<file path="src/rtl/cpu_pkg.sv">
// Shared types and constants for the 8-bit core front end: fetch FSM states,
// bubble opcode, boot vector location and the two-byte opcode group.
package cpu_pkg;

  localparam int ADDR_W_DEF  = 8;
  localparam int INSTR_W_DEF = 8;

  localparam logic [7:0] RESET_VEC_ADDR = 8'h00;
  localparam logic [7:0] NOP_OPC        = 8'h00;
  // Upper nibble of LDM/LDD/STD, which carry an immediate byte
  localparam logic [3:0] TWO_BYTE_NIB   = 4'hC;

  typedef enum logic [1:0] {
    BOOT = 2'd0,
    RUN  = 2'd1,
    IMM  = 2'd2
  } fetch_state_t;

  function automatic logic is_two_byte(input logic [7:0] opc);
    return (opc[7:4] == TWO_BYTE_NIB);
  endfunction

endpackage

</file>
<file path="src/rtl/if_id_reg.sv">
// IF/ID pipeline register: reset > flush (bubble) > hold (en low) > load.
// A bubble request on the load path also produces a bubble.
module if_id_reg #(
  parameter int                  ADDR_W  = 8,
  parameter int                  INSTR_W = 8,
  parameter logic [INSTR_W-1:0]  NOP_OPC = 8'h00
) (
  input  logic               clk,
  input  logic               rst,
  input  logic               flush,
  input  logic               en,
  input  logic               bubble,
  input  logic [INSTR_W-1:0] instr_in,
  input  logic [INSTR_W-1:0] imm_in,
  input  logic [ADDR_W-1:0]  pc_next_in,
  output logic [INSTR_W-1:0] instr,
  output logic [INSTR_W-1:0] imm,
  output logic [ADDR_W-1:0]  pc_next,
  output logic               valid
);

  // Pipeline register update with bubble insertion
  always_ff @(posedge clk) begin
    if (rst || flush) begin
      instr   <= NOP_OPC;
      imm     <= '0;
      pc_next <= '0;
      valid   <= 1'b0;
    end else if (!en) begin
      instr   <= instr;
      imm     <= imm;
      pc_next <= pc_next;
      valid   <= valid;
    end else if (bubble) begin
      instr   <= NOP_OPC;
      imm     <= '0;
      pc_next <= '0;
      valid   <= 1'b0;
    end else begin
      instr   <= instr_in;
      imm     <= imm_in;
      pc_next <= pc_next_in;
      valid   <= 1'b1;
    end
  end

endmodule

</file>
<file path="src/rtl/fetch_unit.sv">
// Instruction fetch: PC, boot-vector load, opcode+immediate assembly, IF/ID.
// Optional FETCH_PERF_CNT_EN adds saturating instruction/bubble counters.
module fetch_unit #(
  parameter int                 ADDR_W         = cpu_pkg::ADDR_W_DEF,
  parameter int                 INSTR_W        = cpu_pkg::INSTR_W_DEF,
  parameter logic [ADDR_W-1:0]  RESET_VEC_ADDR = cpu_pkg::RESET_VEC_ADDR,
  parameter logic [INSTR_W-1:0] NOP_OPC        = cpu_pkg::NOP_OPC
) (
  input  logic               clk,
  input  logic               rst,
  output logic [ADDR_W-1:0]  imem_addr,
  input  logic [INSTR_W-1:0] imem_rdata,
  input  logic               stall_F,
  input  logic               stall_D,
  input  logic               flush_D,
  input  logic               branch_taken_E,
  input  logic [ADDR_W-1:0]  branch_target_E,
  input  logic               ret_load_W,
  input  logic [ADDR_W-1:0]  ret_target_W,
  output logic [INSTR_W-1:0] instr_D,
  output logic [INSTR_W-1:0] imm_D,
  output logic [ADDR_W-1:0]  pc_next_D,
  output logic               valid_D
`ifdef FETCH_PERF_CNT_EN
  ,
  output logic [15:0]        perf_instr_cnt,
  output logic [15:0]        perf_bubble_cnt
`endif
);

  import cpu_pkg::*;

  fetch_state_t       state, state_n;
  logic [ADDR_W-1:0]  pc, pc_n, pc_inc;
  logic [INSTR_W-1:0] hold_op, hold_op_n;
  logic [INSTR_W-1:0] ld_instr, ld_imm;
  logic               redirect, bubble, flush_eff;

  assign pc_inc    = pc + ADDR_W'(1);
  assign imem_addr = (state == BOOT) ? RESET_VEC_ADDR : pc;
  // Redirects and boot must never leave a wrong-path instruction in decode
  assign flush_eff = flush_D | redirect;

  // Next PC / state / held opcode and the IF/ID load value
  always_comb begin
    pc_n      = pc;
    state_n   = state;
    hold_op_n = hold_op;
    redirect  = 1'b0;
    bubble    = 1'b1;
    ld_instr  = NOP_OPC;
    ld_imm    = '0;
    case (state)
      BOOT: begin
        pc_n     = ADDR_W'(imem_rdata);
        state_n  = RUN;
        redirect = 1'b1;
      end
      RUN, IMM: begin
        if (ret_load_W) begin
          pc_n     = ret_target_W;
          state_n  = RUN;
          redirect = 1'b1;
        end else if (branch_taken_E) begin
          pc_n      = branch_target_E;
          state_n   = RUN;
          hold_op_n = NOP_OPC;
          redirect  = 1'b1;
        end else if (!stall_F) begin
          bubble = 1'b1;
        end else if (state == IMM) begin
          pc_n     = pc_inc;
          state_n  = RUN;
          bubble   = 1'b0;
          ld_instr = hold_op;
          ld_imm   = imem_rdata;
        end else if (is_two_byte(8'(imem_rdata))) begin
          hold_op_n = imem_rdata;
          pc_n      = pc_inc;
          state_n   = IMM;
        end else begin
          pc_n     = pc_inc;
          bubble   = 1'b0;
          ld_instr = imem_rdata;
        end
      end
      default: begin
        state_n  = BOOT;
        redirect = 1'b1;
      end
    endcase
  end

  // PC, FSM state and held opcode
  always_ff @(posedge clk) begin
    if (rst) begin
      pc      <= '0;
      state   <= BOOT;
      hold_op <= NOP_OPC;
    end else begin
      pc      <= pc_n;
      state   <= state_n;
      hold_op <= hold_op_n;
    end
  end

  if_id_reg #(
    .ADDR_W  (ADDR_W),
    .INSTR_W (INSTR_W),
    .NOP_OPC (NOP_OPC)
  ) u_if_id (
    .clk        (clk),
    .rst        (rst),
    .flush      (flush_eff),
    .en         (stall_D),
    .bubble     (bubble),
    .instr_in   (ld_instr),
    .imm_in     (ld_imm),
    .pc_next_in (pc_inc),
    .instr      (instr_D),
    .imm        (imm_D),
    .pc_next    (pc_next_D),
    .valid      (valid_D)
  );

`ifdef FETCH_PERF_CNT_EN
  logic load_real, load_bubble;

  assign load_real   = !flush_eff && stall_D && !bubble;
  assign load_bubble = flush_eff || (stall_D && bubble) || !stall_F;

  // Saturating performance counters
  always_ff @(posedge clk) begin
    if (rst) begin
      perf_instr_cnt  <= 16'h0000;
      perf_bubble_cnt <= 16'h0000;
    end else begin
      if (load_real && (perf_instr_cnt != 16'hFFFF)) begin
        perf_instr_cnt <= perf_instr_cnt + 16'h0001;
      end else begin
        perf_instr_cnt <= perf_instr_cnt;
      end
      if (load_bubble && (perf_bubble_cnt != 16'hFFFF)) begin
        perf_bubble_cnt <= perf_bubble_cnt + 16'h0001;
      end else begin
        perf_bubble_cnt <= perf_bubble_cnt;
      end
    end
  end
`endif

endmodule

</file>
<file path="config.mk">
export PLATFORM = sky130hd
export DESIGN_NAME = fetch_unit
export DESIGN_NICKNAME = d
export VERILOG_FILES = /design/src/rtl/cpu_pkg.sv /design/src/rtl/if_id_reg.sv /design/src/rtl/fetch_unit.sv
export SDC_FILE = /design/constraint.sdc
export NUM_CORES = 1
export LEC_CHECK = 0
export ABC_CLOCK_PERIOD_IN_PS = 5200
export CAP_MARGIN = 20
export CORE_MARGIN = 1.5
export CORE_UTILIZATION = 50
export CTS_CLUSTER_SIZE = 14
export DETAILED_ROUTE_END_ITERATION = 16
export PLACE_DENSITY = 0.85
export SYNTH_ARGS = -nofsm -noshare
export SYNTH_HDL_FRONTEND = slang
export SYNTH_SLANG_ARGS = --single-unit
</file>
<file path="constraint.sdc">
create_clock -name clk -period 5.2 [get_ports clk]
set_input_delay 1.04 -clock clk [delete_from_list [all_inputs] [get_ports clk]]
set_output_delay 1.04 -clock clk [all_outputs]
set_load 0.01 [all_outputs]
</file>
==> results of run 1 <==
## worst max path at each step
stage	startpoint	to	slack (ns)	cells after the start
finish	branch_taken_E	u_if_id.instr[7]	2.12	5
global placement	branch_taken_E	u_if_id.instr[7]	1.88	5
floorplan	branch_taken_E	u_if_id.instr[7]	3.00	5
global route	branch_taken_E	u_if_id.imm[2]	1.99	5
detailed placement	branch_taken_E	u_if_id.instr[1]	1.84	5
CTS	branch_taken_E	u_if_id.instr[7]	2.14	5
## where the power goes
part	internal (mW)	switching [mW]	leakage, nW
logic	0.0525	0.0511	0.556
registers	0.336	0.0110	0.349
clock network	0.0934	0.116	0.0402
## metal layers
metal | up-vias | GRT usage
met5 | - | 0
met4 | 0 | 0.0842
met3 | 14 | 0.0550
met2 | 107 | 0.417
met1 | 968 | 0.332
li1 | 982 | -
## layout make-up
type,count,share of cell area
inverter,10,0.0135
clock inverter,3,0.00718
multi-input combinational,166,0.397
sequential,43,0.309
tap,50,0.0224
clock buffer,5,0.0247
timing repair buffer,63,0.226
## cells in the final DEF, fill, tap and decap left out, drive strengths merged, types with 4 or more instances in the layout
cell type and count:
nor3 6, clkdlybuf4s50 63, nor2 28, inv 10, ha 4, a222oi 6, nand2 15, a22oi 14
nor4b 6, a31oi 5, dfxtp 43, a21oi 8, nand3 5, nor2b 7, a22o 4, or3 4
o21ai 8, clkbuf 5, o311ai 4, nand2b 4
## synth_stat cells, types with 2 or more instances
master     n
dfxtp_1   43
nor2_1    28
nand2_1   15
a22oi_1   14
inv_1     10
a21oi_1    8
clkbuf_1   7
nor2b_1    7
o21ai_0    7
a222oi_1   6
nor4b_1    6
a31oi_1    5
nand3_1    5
nor3_1     5
a22o_1     4
ha_1       4
nand2b_1   4
o311ai_0   4
or3_1      4
buf_6      3
mux2i_1    3
o211ai_1   3
o21a_1     3
a21o_1     2
a311oi_1   2
and2_1     2
buf_4      2
mux2_2     2
nand4_1    2
o22a_1     2
xnor2_1    2
## stage by stage
stage,setup WS (ns),cell area (um^2),cells,power (mW)
floorplan,3.00,2090,233,0.408
global placement,1.88,2700,332,0.456
detailed placement,1.84,2700,332,0.457
CTS,2.14,2790,340,0.662
global route,1.99,2790,340,0.688
finish,2.12,2790,340,0.661
## flip-flops by register name, summed over array words and instances, names as in the netlist
register	cells
hold_op	8
pc	8
state	2
u_if_id.imm	8
u_if_id.instr	8
u_if_id.pc_next	8
u_if_id.valid	1
## critical path, cell delays in order
cell and delay [ns]:
clkdlybuf4s50_1 0.69, or3b_4 0.57, nor3_2 0.70, a222oi_1 0.19, nor2_1 0.12
## cells by family after synthesis
logic type               count (synthesis)  share of synthesized area
AO/OA/AOI/OAI                           71                      0.256
XOR/XNOR                                 3                     0.0126
adder cells (fa/ha/maj)                  4                     0.0240
buffers and inverters                   24                     0.0581
flip-flops                              43                      0.412
multiplexers                             5                     0.0251
AND/OR/NAND/NOR                         83                      0.213
==> run summary, run 1 <==
outcome - completed
fmax - 0.325 GHz
chip width - 67.6 um
crit path time final - 3.08 ns
maximum VDD drop - 182 uV
Hold Path Depth - 1
Worst R2R End - u_if_id.instr[7]
clk sinks - 43
initial antenna violation count - 0
ys flop type - dfxtp_1
Synth area leaders - dfxtp_1 41%, a22oi_1 5.0%, nor2_1 5.0%
Final Util - 0.697
register area - 861 um^2
Setup Skew - 0.00295 ns
Worst-Margin Slew - 0.841 ns
Max Root-Sink Buffers - 2
HP Class - reg2reg
final hold viol count - 0
setup TNS - 0 ns
DRT met1 WL - 2400 um
H-tree levels - 2
Yosys reg bits - 43
layout filler cell count - 337
crit end category - flop
number of flops mapped to enable cells by yosys - 0
DRC - 0
die area - 4580 um^2
Buffers on Ports - 63
min-delay src - hold_op[5]
clk slew on worst S/H paths - 0.08 ns
max-cap viol count - 0
crit path DAT - 3.30 ns
Leak - 0.945 nW
met3 wire length - 454 um
crit path max fanout - 15
Antenna Cells - 0
met2 wire len - 2660 um
worst skew pair latency - 0.29 ns
Yosys top cell area share - 0.412
global-route wire length before repair - 8690 um
io pins - 64
Cell Area, Synth - 2090 um^2
Placeable Area - 4000 um^2
Initial Util - 0.522
Critical Path Start Type - input pin
hold buffer count at CTS - 0
global route overflow - 0
WL final - 5670 um
Routability Congestion - 0.910
nets - 324
die height - 67.6 um
PwrDens - 237 nW/um^2
Post-Synthesis Cells - 233
footprint of the multi-input gates - 1110 um^2
Final period util - 0.592
vias in the first global route - 1795
drt pass-1 iters - 4
WS Path Type - in2reg
Netlist cell types - 50
async set-reset flop share out of synthesis - 0
row cnt - 23
path depth of the worst reg2reg path - 6
Avg Vias per Cell - 6.09
Hold WS - 0.464 ns
root buffer cell - clkbuf_8
warning count from the yosys run - 0
sequential area share after synthesis - 0.412
dominant cell type by area after synthesis - dfxtp_1
Pins Over Slew Limit - 0
vias - 2071
CTS buffer count - 5
Avg Inst Size Synth - 8.97 um^2
Post-CTS Resized - 0
Hold Path Sink - hold_op[5]
Max transition margin - 0.436
Setup Buffers After CTS - 0
CP Data Required Time - 5.43 ns
top sig layer - met4
Total GRT Usage - 0.255
TritonCTS clock tree - done
share of cells above drive strength 1 - 0.0621
area grow syn2layout - 33.4%
largest net degree at the start of global routing - 26
reg2reg start - state[1]
RSZ-0062 raised after global routing - no
R2R Setup Slk - 2.59 ns
Final setup violation count - 0
DRT antenna net count - 0
routed len/inst - 16.7 um
post-DP HPWL - 4070 um
Synth Net Count - 268
DR iter-0 viols - 266
Note: power is estimated with default switching activity, not from simulation.
==> run 2, diff against run 1 <==
--- a/config.mk
+++ b/config.mk
@@ -5,13 +5,13 @@
 export SDC_FILE = /design/constraint.sdc
 export NUM_CORES = 1
 export LEC_CHECK = 0
-export ABC_CLOCK_PERIOD_IN_PS = 5200
+export ABC_CLOCK_PERIOD_IN_PS = 2790
 export CAP_MARGIN = 20
 export CORE_MARGIN = 1.5
-export CORE_UTILIZATION = 50
+export CORE_UTILIZATION = 42
 export CTS_CLUSTER_SIZE = 14
 export DETAILED_ROUTE_END_ITERATION = 16
-export PLACE_DENSITY = 0.85
+export PLACE_DENSITY = 0.76
 export SYNTH_ARGS = -nofsm -noshare
 export SYNTH_HDL_FRONTEND = slang
 export SYNTH_SLANG_ARGS = --single-unit
==> constraint.sdc (replaced) <==
create_clock -name clk -period 2.79 [get_ports clk]
set_input_delay 0.558 -clock clk [delete_from_list [all_inputs] [get_ports clk]]
set_output_delay 0.558 -clock clk [all_outputs]
set_load 0.01 [all_outputs]
==> run 2 against run 1 <==
Effect of this change:
- setup slack lost 1.6 ns
- cell count grew 7.1%
- total power grew 86%
- clock power grew 84%
- first-iteration DRC count shrank 47%
- cell area grew 2.5%
- sequential cell count is the same
- combinational power grew 89%
- largest cell class unchanged
- largest power group unchanged
- highest routed layer unchanged
==> run summary, run 2 (synthesis results as in run 1) <==
Max Root-Sink Buffers - 2 (unchanged)
clk slew on worst S/H paths - 0.08 ns (about the same)
Leak - 0.981 nW (was 0.945 nW)
PwrDens - 430 nW/um^2 (was 237 nW/um^2)
Routability Congestion - 0.794 (was 0.910)
drt pass-1 iters - 4 (unchanged)
outcome - completed (unchanged)
TritonCTS clock tree - done (unchanged)
DR iter-0 viols - 140 (was 266)
root buffer cell - clkbuf_8 (unchanged)
HP Class - reg2reg (unchanged)
worst setup path startpoint - state[1] (was branch_taken_E)
R2R Setup Slk - 0.62 ns (was 2.59 ns)
Placeable Area - 4750 um^2 (was 4000 um^2)
fin cells - 364 (was 340)
Avg Vias per Cell - 5.54 (was 6.09)
Final setup violation count - 0 (unchanged)
Critical Path Start Type - flop (was input pin)
crit end category - primary output (was flop)
WL final - 5670 um (about the same)
Initial Util - 0.439 (was 0.522)
fmax - 0.435 GHz
worst skew pair latency - 0.29 ns (about the same)
vias in the first global route - 1885 (was 1795)
Final period util - 0.823
DRC - 0 (unchanged)
Buffers on Ports - 63 (unchanged)
clk sinks - 43 (unchanged)
Setup Skew - 0.00830 ns (was 0.00295 ns)
most common cell after layout, fill and taps aside - clkdlybuf4s50_1 (unchanged)
maximum VDD drop - 261 uV (was 182 uV)
io pins - 64 (unchanged)
H-tree levels - 2 (unchanged)
vias - 2017 (was 2071)
routed len/inst - 15.6 um (was 16.7 um)
max-cap viol count - 0 (unchanged)
most frequent cells in the layout - 63 x clkdlybuf4s50_1, 43 x dfxtp_1, 28 x nor2_1 (unchanged)
final hold viol count - 0 (unchanged)
die area - 5410 um^2 (was 4580 um^2)
Post-CTS Resized - 0 (unchanged)
CP Data Required Time - 2.23 ns (was 5.43 ns)
Antenna Cells - 0 (unchanged)
global route overflow - 0 (unchanged)
post-placement cell count - 356 (was 332)
global-route wire length before repair - 9070 um (was 8690 um)
Max transition margin - 0.488 (was 0.436)
Setup crit end - imem_addr[1] (was u_if_id.instr[7])
RSZ-0062 raised after global routing - no (unchanged)
path depth of the worst reg2reg path - 7 (was 6)
post-DP HPWL - 4150 um (was 4070 um)
Pins Over Slew Limit - 0 (unchanged)
crit path max fanout - 9 (was 15)
row cnt - 25 (was 23)
layout filler cell count - 453 (was 337)
area grow syn2layout - 36.8% (was 33.4%)
Worst R2R End - pc[3] (was u_if_id.instr[7])
WS Path Type - reg2out (was in2reg)
Worst-Margin Slew - 0.767 ns (was 0.841 ns)
share of cells above drive strength 1 - 0.0808 (was 0.0621)
initial antenna violation count - 0 (unchanged)
setup TNS - 0 ns (unchanged)
die height - 73.5 um (was 67.6 um)
crit path DAT - 1.74 ns (was 3.30 ns)
largest net degree at the start of global routing - 26 (unchanged)
nets - 331 (was 324)
chip width - 73.5 um (was 67.6 um)
Setup Buffers After CTS - 0 (unchanged)
CTS buffer count - 5 (unchanged)
Total GRT Usage - 0.217 (was 0.255)
hold buffer count at CTS - 0 (unchanged)
crit path time final - 2.30 ns
reg2reg start - state[1] (unchanged)
DRT antenna net count - 0 (unchanged)
run 2: cell count changes in the layout (fill, tap and decap cells not counted):
cell,delta
clkbuf_1,+1
clkinvlp_4,-1
buf_4,+7
run 2: how the worst min path moves through the flow:
stage / from / to / slack (ns) / cells past startpoint
final: u_if_id.pc_next[7] / u_if_id.pc_next[7] / 0.47 / 2
after global routing: hold_op[4] / hold_op[4] / 0.49 / 1
after global placement: hold_op[4] / hold_op[4] / 0.44 / 1
after floorplan: hold_op[4] / hold_op[4] / 0.42 / 1
after detailed placement: hold_op[5] / hold_op[5] / 0.44 / 1
after CTS: hold_op[5] / hold_op[5] / 0.47 / 1
run 2: power by group:
group,internal (mW),leakage (nW),switching (mW),total (mW)
registers,0.627,0.349,0.0200,0.647
logic,0.102,0.591,0.0948,0.197
clock network,0.175,0.0412,0.211,0.386
total,0.904,0.981,0.326,1.23
run 2: cell type report:
type / instances / area (um^2) / area share
sequential: 43 / 861 / 0.301
clock buffer: 6 / 72.6 / 0.0254
multi-input combinational: 166 / 1110 / 0.387
timing repair buffer: 70 / 683 / 0.239
tap: 67 / 83.8 / 0.0293
inverter: 10 / 37.5 / 0.0131
clock inverter: 2 / 12.5 / 0.00438
run 2: routing by layer:
| layer | routed length, um | GRT usage |
|---|---|---|
| met4 | 83 | 0.0741 |
| met5 | 0 | 0 |
| met1 | 2510 | 0.278 |
| met3 | 335 | 0.0466 |
| met2 | 2740 | 0.360 |
run 2: worst max-delay path, stage by stage, from the launching register on:
cell	delay, ns
dfxtp_1	0.38
inv_1	0.06
ha_1	0.30
nor2b_1	0.16
clkdlybuf4s50_1	0.54
run 2: stage by stage:
stage          worst slack [ns]  hold WS, ns  cell area, um^2   util  power [mW]
4_1_cts                   0.472        0.467             2860  0.601        1.23
6_report                  0.494        0.467             2860  0.601        1.23
2_1_floorplan             0.866        0.424             2090      -       0.761
3_5_place_dp              0.302        0.444             2770  0.583       0.856
3_3_place_gp              0.379        0.442             2770  0.583       0.854
5_1_grt                   0.358        0.490             2860  0.601        1.28
